<file path="src/rtl/instr_fetch_pkg.sv">
// Shared defaults for the instruction fetch unit and its buffer.
// NOP_INSTR is the word decode should treat as a bubble when nothing is valid.
package instr_fetch_pkg;
  localparam int DEF_ADDR_W = 8;
  localparam int DEF_DATA_W = 16;
  localparam int DEF_DEPTH  = 4;

  localparam logic [DEF_DATA_W-1:0] NOP_INSTR = '0;
endpackage

</file>
<file path="src/rtl/instr_fetch_if.sv">
// PC request, instruction memory and decode-side bus of the fetch unit.
// master = fetch unit side, slave = environment (PC, memory, decode).
interface instr_fetch_if
  import instr_fetch_pkg::*;
#(
  parameter int ADDR_W = DEF_ADDR_W,
  parameter int DATA_W = DEF_DATA_W
);
  logic [ADDR_W-1:0] pc_in;
  logic              pc_valid;
  logic              pc_ready;
  logic              imem_req;
  logic [ADDR_W-1:0] imem_addr;
  logic [DATA_W-1:0] imem_rdata;
  logic              ir_valid;
  logic              ir_ready;
  logic [DATA_W-1:0] ir_data;
  logic [ADDR_W-1:0] ir_pc;

  modport master (
    input  pc_in, pc_valid, imem_rdata, ir_ready,
    output pc_ready, imem_req, imem_addr, ir_valid, ir_data, ir_pc
  );

  modport slave (
    output pc_in, pc_valid, imem_rdata, ir_ready,
    input  pc_ready, imem_req, imem_addr, ir_valid, ir_data, ir_pc
  );
endinterface

</file>
<file path="src/rtl/instr_fetch_fifo.sv">
// fetch_fifo: synchronous FIFO, registered push/pop, head read combinationally from the array.
// Latency 1 cycle push-to-head; caller must never push when full or pop when empty.
module fetch_fifo #(
  parameter int WIDTH = 24,
  parameter int DEPTH = 4
) (
  input  logic                     clk,
  input  logic                     reset,
  input  logic                     clear,
  input  logic                     push,
  input  logic [WIDTH-1:0]         push_dat,
  input  logic                     pop,
  output logic [$clog2(DEPTH):0]   occupancy,
  output logic [WIDTH-1:0]         head
);
  localparam int PTR_W = $clog2(DEPTH);
  localparam int CNT_W = PTR_W + 1;

  logic [WIDTH-1:0] mem [DEPTH];
  logic [PTR_W-1:0] wptr;
  logic [PTR_W-1:0] rptr;
  logic [CNT_W-1:0] count;

  // DEPTH is a power of two, so pointers wrap by natural overflow.
  always_ff @(posedge clk) begin
    if (!reset || clear) begin
      wptr  <= '0;
      rptr  <= '0;
      count <= '0;
    end else begin
      if (push) wptr <= wptr + PTR_W'(1);
      if (pop)  rptr <= rptr + PTR_W'(1);
      case ({push, pop})
        2'b10:   count <= count + CNT_W'(1);
        2'b01:   count <= count - CNT_W'(1);
        default: count <= count;
      endcase
    end
  end

  // Data array is not reset; consumers qualify head with occupancy.
  always_ff @(posedge clk) begin
    if (push) mem[wptr] <= push_dat;
  end

  assign occupancy = count;
  assign head      = mem[rptr];
endmodule

</file>
<file path="src/rtl/instr_fetch.sv">
// Instruction fetch: PC -> imem read -> buffered {pc, instr}; 2-cycle PC-to-ir_valid latency.
// Credits count buffered plus in-flight reads, so pc_ready drops before the buffer can overflow.
module instr_fetch
  import instr_fetch_pkg::*;
#(
  parameter int ADDR_W = DEF_ADDR_W,
  parameter int DATA_W = DEF_DATA_W,
  parameter int DEPTH  = DEF_DEPTH
) (
  input  logic          clk,
  input  logic          reset,
  input  logic          flush,
  instr_fetch_if.master bus
);
  localparam int CNT_W = $clog2(DEPTH) + 1;
  localparam int ENT_W = ADDR_W + DATA_W;

  logic [CNT_W-1:0]  occ;
  logic [CNT_W:0]    credit_used;
  logic              inflight;
  logic [ADDR_W-1:0] tag_pc;
  logic [ENT_W-1:0]  head;
  logic              accept;
  logic              push;
  logic              pop;

  assign credit_used  = {1'b0, occ} + {{CNT_W{1'b0}}, inflight};
  assign bus.pc_ready = reset && !flush && (credit_used < (CNT_W+1)'(DEPTH));
  assign accept       = bus.pc_valid && bus.pc_ready;
  assign bus.imem_req  = accept;
  assign bus.imem_addr = bus.pc_in;

  // accept is already low under flush or reset, so inflight clears on its own.
  always_ff @(posedge clk) begin
    if (!reset) begin
      inflight <= 1'b0;
      tag_pc   <= '0;
    end else begin
      inflight <= accept;
      tag_pc   <= bus.pc_in;
    end
  end

  // Data returning during a flush belongs to a discarded fetch.
  assign push = inflight && !flush && reset;
  assign pop  = bus.ir_valid && bus.ir_ready;

  fetch_fifo #(
    .WIDTH (ENT_W),
    .DEPTH (DEPTH)
  ) u_fifo (
    .clk       (clk),
    .reset     (reset),
    .clear     (flush),
    .push      (push),
    .push_dat  ({tag_pc, bus.imem_rdata}),
    .pop       (pop),
    .occupancy (occ),
    .head      (head)
  );

  assign bus.ir_valid = reset && !flush && (occ != '0);
  assign bus.ir_pc    = head[ENT_W-1 -: ADDR_W];
  assign bus.ir_data  = bus.ir_valid ? head[DATA_W-1:0] : DATA_W'(NOP_INSTR);
endmodule

</file>
<file path="src/flat_wrapper.sv">
// flat-port wrapper written by rule: the top's interface ports become plain ports
module instr_fetch_flat import instr_fetch_pkg::*;
#(
  parameter int ADDR_W = DEF_ADDR_W,
  parameter int DATA_W = DEF_DATA_W,
  parameter int DEPTH  = DEF_DEPTH
)
  (clk, reset, flush, bus_pc_in, bus_pc_valid, bus_imem_rdata, bus_ir_ready, bus_pc_ready, bus_imem_req, bus_imem_addr, bus_ir_valid, bus_ir_data, bus_ir_pc);
  instr_fetch_if #(.ADDR_W(ADDR_W), .DATA_W(DATA_W)) bus_i ();
  input  logic clk;
  input  logic reset;
  input  logic flush;
  input wire logic [$bits(bus_i.pc_in)-1:0] bus_pc_in;
  input wire logic [$bits(bus_i.pc_valid)-1:0] bus_pc_valid;
  input wire logic [$bits(bus_i.imem_rdata)-1:0] bus_imem_rdata;
  input wire logic [$bits(bus_i.ir_ready)-1:0] bus_ir_ready;
  output wire logic [$bits(bus_i.pc_ready)-1:0] bus_pc_ready;
  output wire logic [$bits(bus_i.imem_req)-1:0] bus_imem_req;
  output wire logic [$bits(bus_i.imem_addr)-1:0] bus_imem_addr;
  output wire logic [$bits(bus_i.ir_valid)-1:0] bus_ir_valid;
  output wire logic [$bits(bus_i.ir_data)-1:0] bus_ir_data;
  output wire logic [$bits(bus_i.ir_pc)-1:0] bus_ir_pc;
  assign bus_i.pc_in = bus_pc_in;
  assign bus_i.pc_valid = bus_pc_valid;
  assign bus_i.imem_rdata = bus_imem_rdata;
  assign bus_i.ir_ready = bus_ir_ready;
  assign bus_pc_ready = bus_i.pc_ready;
  assign bus_imem_req = bus_i.imem_req;
  assign bus_imem_addr = bus_i.imem_addr;
  assign bus_ir_valid = bus_i.ir_valid;
  assign bus_ir_data = bus_i.ir_data;
  assign bus_ir_pc = bus_i.ir_pc;
  instr_fetch #(.ADDR_W(ADDR_W), .DATA_W(DATA_W), .DEPTH(DEPTH)) u_core (.clk(clk), .reset(reset), .flush(flush), .bus(bus_i));
endmodule
</file>
<file path="config.mk">
export PLATFORM = sky130hd
export DESIGN_NAME = instr_fetch_flat
export DESIGN_NICKNAME = d
export VERILOG_FILES = /design/src/rtl/instr_fetch_pkg.sv /design/src/rtl/instr_fetch_if.sv /design/src/rtl/instr_fetch_fifo.sv /design/src/rtl/instr_fetch.sv /design/src/flat_wrapper.sv
export SDC_FILE = /design/constraint.sdc
export NUM_CORES = 1
export LEC_CHECK = 0
export CAP_MARGIN = 20
export CORE_ASPECT_RATIO = 0.7
export CORE_MARGIN = 2
export CORE_UTILIZATION = 58
export DETAILED_ROUTE_END_ITERATION = 8
export HOLD_SLACK_MARGIN = 0.06
export PLACE_DENSITY = 0.82
export SYNTH_ARGS = -nofsm -noshare
export SYNTH_HDL_FRONTEND = slang
export SYNTH_SLANG_ARGS = --single-unit
</file>
<file path="constraint.sdc">
create_clock -name clk -period 4.1 [get_ports clk]
set_clock_uncertainty 0.1 [all_clocks]
set_input_delay 0.41 -clock clk [delete_from_list [all_inputs] [get_ports clk]]
set_output_delay 0.41 -clock clk [all_outputs]
set_load 0.02 [all_outputs]
</file>
==> Yosys cells after proc, flatten, opt, wreduce, memory -nomap -nowiden <==
Memories as Yosys holds them, arrays and structs flattened. A register that Yosys moved wholly into a read port is not among the register bits.
Cells that the tools add are included.
{ "word_totals": {"reg_bits": 16, "latchBits": 0, "ram_bits": 96, "rom_bits": 0, "input_bits": 29, "output_inout_bits": 35, "wordCells": 32, "memories": 1} }
{ "mem_list": {"columns": ["memory", "words", "word_bits", "read_ports", "rd_ports_with_merged_regs", "wr", "line_no", "text"], "rows": [
  ["u_core.u_fifo.mem", 4, 24, 1, 1, 1, "instr_fetch_fifo.sv:19", "logic [WIDTH-1:0] mem [DEPTH];"]
]} }
{ "op_classes": {"addsub": 5, "mul": 0, "div_mod_pow": 0, "order_cmp": 1, "eq_ne": 2, "shift": 0, "muxes": 6, "bitwise": 0, "reduce_logical": 12} }
{ "op_table": {"columns": ["operator", "n"], "rows": [
  ["$mux W16", 1],
  ["$logic_and A1 B1 Y1", 7],
  ["$pmux W3 S2", 1],
  ["$add A2 B1 Y2 const B", 2],
  ["$add A3 B1 Y4", 1],
  ["$lt A4 B3 Y1 const B", 1],
  ["$mux W2", 2],
  ["$add A3 B1 Y3 const B", 1],
  ["$reduce_bool A3 Y1", 1],
  ["$sub A3 B1 Y3 const B", 1],
  ["$eq A2 B1 Y1 const B", 1],
  ["$eq A2 B2 Y1 const B", 1],
  ["$logic_not A1 Y1", 2],
  ["$mux W1", 2],
  ["$reduce_bool A2 Y1", 1],
  ["$logic_or A1 B1 Y1", 1]
]} }

==> Depth between registers and ports, before layout <==
Gate-level depths: netlist of the first run.
{ "depth": {"word_depth": 6, "ltp_mapped": 10, "ltp_nobuf": 9} }

==> Hierarchy <==
Synthesis of the first run repeated with hierarchy kept, for this count alone.
{ "hier_totals": {"hier_cells": 226, "hier_area_um2": 4426.7} }
{ "modules_own_cells": {"columns": ["module", "n_inst", "cells_each", "area_per_inst_um2", "seq_area_each_um2"], "rows": [
  ["fetch_fifo", 1, 172, 3932.5, 3062.9],
  ["instr_fetch", 1, 54, 494.2, 180.2]
]} }

==> Worst setup path before layout of the first run <==
Ideal clock, no wire load.
{ "synth_path": {"path_kind": "input to register", "from": "in flush", "to": "reg u_core.u_fifo.count[2], in the netlist u_core.u_fifo.occupancy[2]", "setup_time_ns": 0.071, "arrival_time_ns": 2.153, "required_time_ns": 3.929, "path_slack_ns": 1.776, "stages": 10, "n_path_buf": 1, "path_cell_list": "and2b_1 nand2b_1 buf_6 nor2_1 ha_1 inv_1 fa_1 xor2_1 or3_1 a21oi_1"} }
{ "synth_between": {"elab_chain_len": 6, "word_cells_on_any_way": 11, "cone_classes": "2 x eq/ne; 1 x mux; 8 x reduce/logical"} }
{ "synth_rtl": {"columns": ["element", "line_no", "text"], "rows": [
  ["start: declaration", "flat_wrapper.sv:12", "input logic flush;"],
  ["$logic_not A1 Y1 (*)", "instr_fetch.sv:62", "assign bus.ir_valid = reset && !flush && (occ != '0);"],
  ["$logic_and A1 B1 Y1 (*) (2 in a row)", "instr_fetch.sv:62", null],
  ["$logic_and A1 B1 Y1 (*)", "instr_fetch.sv:46", "assign pop = bus.ir_valid && bus.ir_ready;"],
  ["named net u_core.pop", "instr_fetch.sv:25", "logic pop;"],
  ["$eq A2 B1 Y1 / $eq A2 B2 Y1 (equally long branches)", "instr_fetch_fifo.sv:33", "case ({push, pop})"],
  ["$pmux W3 S2 / $reduce_bool A2 Y1 (equally long branches)", null, null],
  ["end signal: assignment", "instr_fetch_fifo.sv:34", "2'b10: count <= count + CNT_W'(1);"],
  ["end signal: assignment", "instr_fetch_fifo.sv:35", "2'b01: count <= count - CNT_W'(1);"],
  ["end signal: assignment", "instr_fetch_fifo.sv:36", "default: count <= count;"],
  ["end: declaration", "instr_fetch_fifo.sv:22", "logic [CNT_W-1:0] count;"]
]} }
Mark *: on every way through the listed nets, which the timed path passes. The rest lies on a longest branch.
A chain may end at the register's enable or synchronous reset.

==> Final worst setup path of the first run <==
{ "layout_path": {"from": "in reset", "to": "out bus_ir_data[15]"} }
{ "layout_between": {"elab_chain_len": 3} }
{ "layout_rtl": {"columns": ["element", "line_no", "text"], "rows": [
  ["start: declaration", "flat_wrapper.sv:11", "input logic reset;"],
  ["$logic_and A1 B1 Y1 (2 in a row)", "instr_fetch.sv:62", null],
  ["$mux W16", "instr_fetch.sv:64", "assign bus.ir_data = bus.ir_valid ? head[DATA_W-1:0] : DATA_W'(NOP_INSTR);"],
  ["end: declaration", "flat_wrapper.sv:21", "output wire logic [$bits(bus_i.ir_data)-1:0] bus_ir_data;"]
]} }
No other way between the ends.

==> results of run 1 <==
[cells in the final DEF, fill, tap and decap left out, types with 2 or more instances in the layout]
cell             synthesis  routed
buf_4                    8       6
o21ai_0                  2       2
bufinv_16                0       3
o31ai_1                  2       2
clkinv_1                 0       3
clkinv_2                 0       5
clkdlybuf4s50_1          0      63
nor2b_4                  7       7
clkbuf_16                0      16
and2_1                  10      10
clkbuf_1                 2       2
edfxtp_1                96      96
nand2_1                  2       2
nor2_1                   6       6
ha_1                     5       5
or3_1                    2       2
mux4_2                  15      15
and3_1                   4       4
a21oi_1                  3       3
inv_1                    7       7
nand2b_1                 2       2
mux4_1                   9       9
xor2_1                   2       2
nor2b_1                  9       9
dfxtp_1                 18      17
[sequential cells by signal (all words and copies together) (netlist names), named ones only]
register / flops
u_core.u_fifo.wptr: 2
u_core.u_fifo.mem: 96
u_core.inflight: 1
u_core.u_fifo.rptr: 2
u_core.u_fifo.occupancy: 3
u_core.tag_pc: 8
[cell families after synthesis]
logic type	synth area share
adders and majority gates	0.0185
muxes	0.131
DFF	0.726
and+or+nand+nor	0.0689
xor gates and xnor gates	0.00588
buffers and inverters	0.0364
AOI/OAI and AO/OA	0.0140
[per-layer routing]
| metal | global-route usage | part of all wire | vias to the layer above | routed length, um |
|---|---|---|---|---|
| li1 | - | - | 1014 | - |
| met1 | 0.303 | 0.43 | 1113 | 3630 |
| met2 | 0.337 | 0.49 | 89 | 4180 |
| met3 | 0.0891 | 0.073 | 4 | 621 |
| met4 | 0.0513 | 0.0034 | 0 | 29 |
| met5 | 0 | 0 | - | 0 |
[critical path, stage by stage]
cell             delay (ns)
clkdlybuf4s50_1        0.67
and2b_1                0.27
nand2b_1               0.36
buf_4                  0.35
nor2b_1                0.17
clkdlybuf4s50_1        0.65
[path summary, 6_finish.rpt]
path                         startpoint  cells after the start                          to  slack (ns)
min reg2reg            u_core.tag_pc[2]                      0    u_core.u_fifo.mem[1][18]        0.38
max reg2reg  u_core.u_fifo.occupancy[0]                      9  u_core.u_fifo.occupancy[2]        1.43
min                    u_core.tag_pc[2]                      0    u_core.u_fifo.mem[1][18]        0.38
max                               reset                      6             bus_ir_data[15]        0.70
[per-stage QoR]
stage	utilization	instances	area, um^2
floorplan	-	225	4470
global placement	0.695	375	5130
detailed placement	0.695	375	5130
CTS	0.771	407	5700
global route	0.771	407	5700
finish	0.771	407	5700
[cell type report]
class,count,area share
multi-input cells,87,0.187
well taps,98,0.0215
flip-flops and latches,114,0.570
repair buffers,69,0.119
inverters,7,0.00461
clock buffers,19,0.0740
clock inverters,13,0.0250
[where the power goes]
group	switching (mW)	internal (mW)
logic	0.0327	0.0422
registers	0.00656	1.26
clock network	0.472	0.911
==> summary.md, run 1 <==
| Metric | Value |
|---|---|
| Run status | finished clean |
| Lkg Pwr | 1.91 nW |
| Syn Std Cell Area | roughly 4500 um^2 |
| Final TNS setup | 0 ns |
| Final slew viol count | 0 |
| Avg Vias per Cell | about 5.5 |
| Number of global-route vias before repair | roughly 2,400 |
| Number of antenna violations at the first check in global routing | 0 |
| Total iterations of the first detailed-routing run | 4 |
| Post-DRT Antenna Nets | 0 |
| Post-synthesis net count | 260 |
| Sequential cell area in the final layout | 3240 um^2 |
| Total global-route track usage | 0.221 |
| CP endpoint kind | output pin |
| Number of flops mapped to enable cells by yosys | between 90 and 100 |
| Congestion Overflow GR | 0 |
| Total half-perimeter wirelength after legalization and detailed placement | 5210 um |
| Count of yosys warnings during synthesis | 0 |
| Port bufs | 63 |
| Wire length reported by the detailed router | around 8500 um |
| CTS root buffer | clkbuf_8 |
| Final number of setup-violating endpoints | 0 |
| Dominant cell type by area after synthesis | edfxtp_1 |
| Clk buf depth | 2 |
| Final weighted congestion of routability-driven global placement | 0.746 |
| Total I/O pin count | between 60 and 70 |
| Max capacitance violation total | 0 |
| Worst skew pair latency | about 0.50 ns |
| Worst endpoint data arrival time | about 2.9 ns |
| Setup ws final | approximately 0.70 ns |
| Start-to-end type of the worst setup path | input pin to output pin |
| Die Footprint | roughly 8400 um^2 |
| Post-synthesis cell count | approximately 230 |
| Portion of the post-synthesis area used by sequential elements | 0.726 |
| CTS clock-pin slew for the worst setup and hold paths | 0.05 ns |
| Setup repair after global routing missed its margin | false |
| Remaining DRCs | 0 |
| Worst-case setup slack after placement | about 0.70 ns |
| Chip height | a little under 80 um |
| Worst hold path type | flop to flop |
| Starting density of the core | 0.605 |
| Req. time, crit path | 3.59 ns |
| Final hold violation count | 0 |
| Async set-or-reset flop fraction in the synthesized netlist | 0 |
| Core region area | ~7400 um^2 |
| Filler cells | roughly 410 |
| Clock tree from TritonCTS | built |
| Number of buffers created by CTS | 17 |
| Crit start category | input pin |
| Tightest hold margin | between 0.3 and 0.4 ns |
| Most common library cells after synthesis | edfxtp_1 (96), dfxtp_1 (18), mux4_2 (15), and2_1 (10) |
| Maximum achievable frequency | 0.294 GHz |
| Fraction of final layout cells with drive strength greater than 1 | 0.184 |
| Worst slew margin relative to its limit | 0.425 |
| Starting DRT DRC Count | ~120 |
| Final worst path period share | 0.830 |
| Combined area of the multi-input logic cells | 1060 um^2 |
| Vias | 2,220 |
| Syn Area/Cell | ~20 um^2 |
| Buffer count from post-CTS setup fixing | 0 |
| First-pass GRT wire length | roughly 13,000 um |
| Biggest area contributors in the synthesized netlist | edfxtp_1 (65%), dfxtp_1 (8.1%), mux4_2 (7.6%) |
| Power Density | between 400 and 500 nW/um^2 |
| Min Tclk post-route | roughly 3.4 ns |
| Clk sink count | ~110 |
| CP max FO | 11 |
| Most frequent cell after synthesis | edfxtp_1 |
| Post-DR wirelength/cell | 20.8 um |
| Post-cts sizing count | 0 |
| Total power after layout | about 2.7 mW |
| Count of state elements after synthesis | between 100 and 150 |
| Final Net Count | between 300 and 400 |
| Relative area change from synthesis to final layout | 27.5% |
| Post-synth cell types | 30 |
| Area share of the largest cell type after synthesis | 0.645 |
| Core Rows | 26 |
| Worst slew pin tran | between 0.8 and 0.9 ns |
| Maximum ir drop on the vdd rail | 0.497 mV |
| Pin count of the biggest net entering global routing | 25 |
| Overall die width | about 110 um |
| H-tree depth | 4 |
| Commonest register cell after synthesis | edfxtp_1 |
| Hold buffers post-CTS | 0 |
| Count of inserted antenna diode cells | 0 |
Note: power is estimated with default switching activity, not from simulation.
==> inputs of run 2 (changes only) <==
--- a/config.mk
+++ b/config.mk
@@ -8,10 +8,10 @@
 export CAP_MARGIN = 20
 export CORE_ASPECT_RATIO = 0.7
 export CORE_MARGIN = 2
-export CORE_UTILIZATION = 58
+export CORE_UTILIZATION = 54
 export DETAILED_ROUTE_END_ITERATION = 8
 export HOLD_SLACK_MARGIN = 0.06
-export PLACE_DENSITY = 0.82
+export PLACE_DENSITY = 0.77
 export SYNTH_ARGS = -nofsm -noshare
 export SYNTH_HDL_FRONTEND = slang
 export SYNTH_SLANG_ARGS = --single-unit
==> constraint.sdc (replaced) <==
create_clock -name clk -period 3.2 [get_ports clk]
set_clock_uncertainty 0.1 [all_clocks]
set_input_delay 0.32 -clock clk [delete_from_list [all_inputs] [get_ports clk]]
set_output_delay 0.32 -clock clk [all_outputs]
set_load 0.02 [all_outputs]
==> run 2 against run 1 <==
Net effect:
- utilization shrank 4.5 points
- clock power increased by 27%
- flip-flop and latch count stayed put
- worst hold slack lost 0.0016 ns
- register-to-register slack worse by 0.45 ns
- global-route usage is 3.1 points lower
- critical path depth is 2 lower
- cell area is 1.3% higher
- routed wire length fell by 9.1%
- sequential share of layout area shrank 0.73 points
- via count stayed put
- non-clock buffer count rose by 6
- critical path type is now flop to output pin
- critical endpoint is now bus_ir_data[11]
- largest power group unchanged
- highest routed layer unchanged
==> summary.md, run 2 (synthesized netlist as in run 1, its figures left out) <==
| Metric | Value |
|---|---|
| Run status | finished clean |
| Port bufs | between 60 and 70 |
| Relative area change from synthesis to final layout | 29.1% |
| Maximum achievable frequency | between 0.3 and 0.4 GHz |
| CP max FO | 12 |
| Count of inserted antenna diode cells | 0 |
| Total half-perimeter wirelength after legalization and detailed placement | 4990 um |
| Reg with most FFs | u_core.u_fifo.mem |
| Combined area of the multi-input logic cells | ~1100 um^2 |
| Lkg Pwr | ~2.0 nW |
| Start-to-end type of the worst setup path | flop to output pin |
| Delay-heaviest family, CP | buffers and inverters |
| Avg Vias per Cell | approximately 5.3 |
| Worst endpoint data arrival time | 2.39 ns |
| Internal power | approximately 2.8 mW |
| Worst-case setup slack after placement | ~0.45 ns |
| Buffer count from post-CTS setup fixing | 0 |
| Total I/O pin count | between 60 and 70 |
| Power share of the combinational group | 0.027 |
| Fraction of final layout cells with drive strength greater than 1 | 0.203 |
| Final weighted congestion of routability-driven global placement | 0.713 |
| Pin count of the biggest net entering global routing | 20 |
| Sequential cell area in the final layout | 3240 um^2 |
| Congestion Overflow GR | 0 |
| H-tree depth | 4 |
| Delay of the slowest cell on the worst path | 0.56 ns |
| Post-DRT Antenna Nets | 0 |
| CP endpoint kind | output pin |
| Net switching component of the power | 640 uW |
| Number of antenna violations at the first check in global routing | 0 |
| Filler-free cell count of the finished design | 416 |
| Total global-route track usage | 0.190 |
| Remaining DRCs | 0 |
| Total non-filler cell area in the finished layout | just under 6000 um^2 |
| Min Tclk post-route | between 2 and 3 ns |
| Hold buffers post-CTS | 0 |
| Post-DR wirelength/cell | around 18 um |
| Clock tree from TritonCTS | built |
| Clk sink count | between 100 and 150 |
| Switching portion of total power | 0.184 |
| Overall die width | between 100 and 150 um |
| Final TNS setup | 0 ns |
| Number of global-route vias before repair | ~2,300 |
| Setup ws final | around 0.39 ns |
| Worst hold path type | flop to flop |
| CTS root buffer | clkbuf_16 |
| Tightest hold margin | between 0.3 and 0.4 ns |
| Die Footprint | around 9000 um^2 |
| Worst-path cell chain | buf_4, mux4_2, nor2b_4, clkdlybuf4s50_1 |
| Flip-flop count of the largest register, all copies and words added | 96 |
| Commonest cells after routing, fill and taps aside | edfxtp_1 (96), clkdlybuf4s50_1 (63), dfxtp_1 (17), clkbuf_16 (17), mux4_2 (15) |
| Worst slew margin relative to its limit | 0.655 |
| Cell area after placement | ~5200 um^2 |
| Maximum ir drop on the vdd rail | between 0.5 and 0.6 mV |
| Power Density | between 600 and 700 nW/um^2 |
| Filler cells | 490 |
| Final Net Count | 337 |
| Crit start category | flop |
| Core region area | about 7900 um^2 |
| Final number of setup-violating endpoints | 0 |
| Crit path max-delay cell type | clkdlybuf4s50_1 |
| Most common cell after layout, fill and taps aside | edfxtp_1 |
| Core Rows | 27 |
| Clock network fraction of total power | 0.504 |
| Number of buffers created by CTS | 17 |
| Max capacitance violation total | 0 |
| Final hold violation count | 0 |
| Chip height | ~80 um |
| Sequential fraction of design power | 0.469 |
| Final worst path period share | 0.879 |
| Wire length reported by the detailed router | roughly 7700 um |
| Count of buffer and inverter cells on the critical path | 2 |
| Placed Instances | roughly 380 |
| Post-Route Utilization | 0.727 |
| Starting DRT DRC Count | about 150 |
| Worst skew pair latency | just over 0.4 ns |
| Final slew viol count | 0 |
| Req. time, crit path | 2.78 ns |
| First-pass GRT wire length | between 10,000 and 15,000 um |
| Clk buf depth | 2 |
| CTS clock-pin slew for the worst setup and hold paths | 0.05 ns |
| Vias | approximately 2,200 |
| Total power after layout | around 3.5 mW |
| Total iterations of the first detailed-routing run | 4 |
| Starting density of the core | 0.563 |
| Post-cts sizing count | 0 |
| Worst slew pin tran | 0.518 ns |
| Setup repair after global routing missed its margin | false |
[run 2: cell types whose count changed in the layout (fill, tap and decap cells not counted)]
cell / change
buf_4: +4
clkinvlp_4: -1
buf_12: +2
clkinv_1: -3
bufinv_16: -2
clkbuf_1: +2
clkinv_4: -1
clkbuf_16: +1
clkbuf_8: +4
[run 2: power by group through the flow]
stage | sequential, mW | combinational (mW) | clock [mW]
3_5_place_dp | 1.66 | 0.0950 | 0
3_3_place_gp | 1.66 | 0.0925 | 0
2_1_floorplan | 1.65 | 0.0374 | 0
5_1_grt | 1.63 | 0.102 | 1.85
4_1_cts | 1.63 | 0.0963 | 1.78
6_report | 1.63 | 0.0950 | 1.75
[run 2: routing by layer]
layer	track usage	vias up	part of all wire
met5	0	-	0
met4	0.0841	0	0.010
met3	0.0777	8	0.073
met2	0.302	74	0.50
met1	0.231	1108	0.42
li1	-	1030	-
[run 2: worst reg2reg max path, stage by stage, from the launching register on]
cell and delay, ns:
dfxtp_1 0.41, nor3_1 0.12, nand2b_1 0.17, nor2_1 0.12, ha_1 0.20, inv_1 0.06, fa_1 0.38, xor2_1 0.16
or3_1 0.30, a21oi_1 0.13
[run 2: cell type report]
cell class / count / share of cell area
Sequential cell: 114 / 0.562
Multi-Input combinational cell: 87 / 0.184
Timing Repair Buffer: 75 / 0.129
Inverter: 7 / 0.00455
Tap cell: 101 / 0.0219
Clock inverter: 6 / 0.00954
Clock buffer: 26 / 0.0882
[run 2: worst paths after layout]
path                                endpoint  depth (start not counted)                        from  slack, ns
setup / recovery             bus_ir_data[11]                          4                        flop       0.39
hold / removal      u_core.u_fifo.mem[0][18]                          0            u_core.tag_pc[2]       0.38
setup reg to reg  u_core.u_fifo.occupancy[2]                          9  u_core.u_fifo.occupancy[0]       0.98
hold reg to reg     u_core.u_fifo.mem[0][18]                          0            u_core.tag_pc[2]       0.38
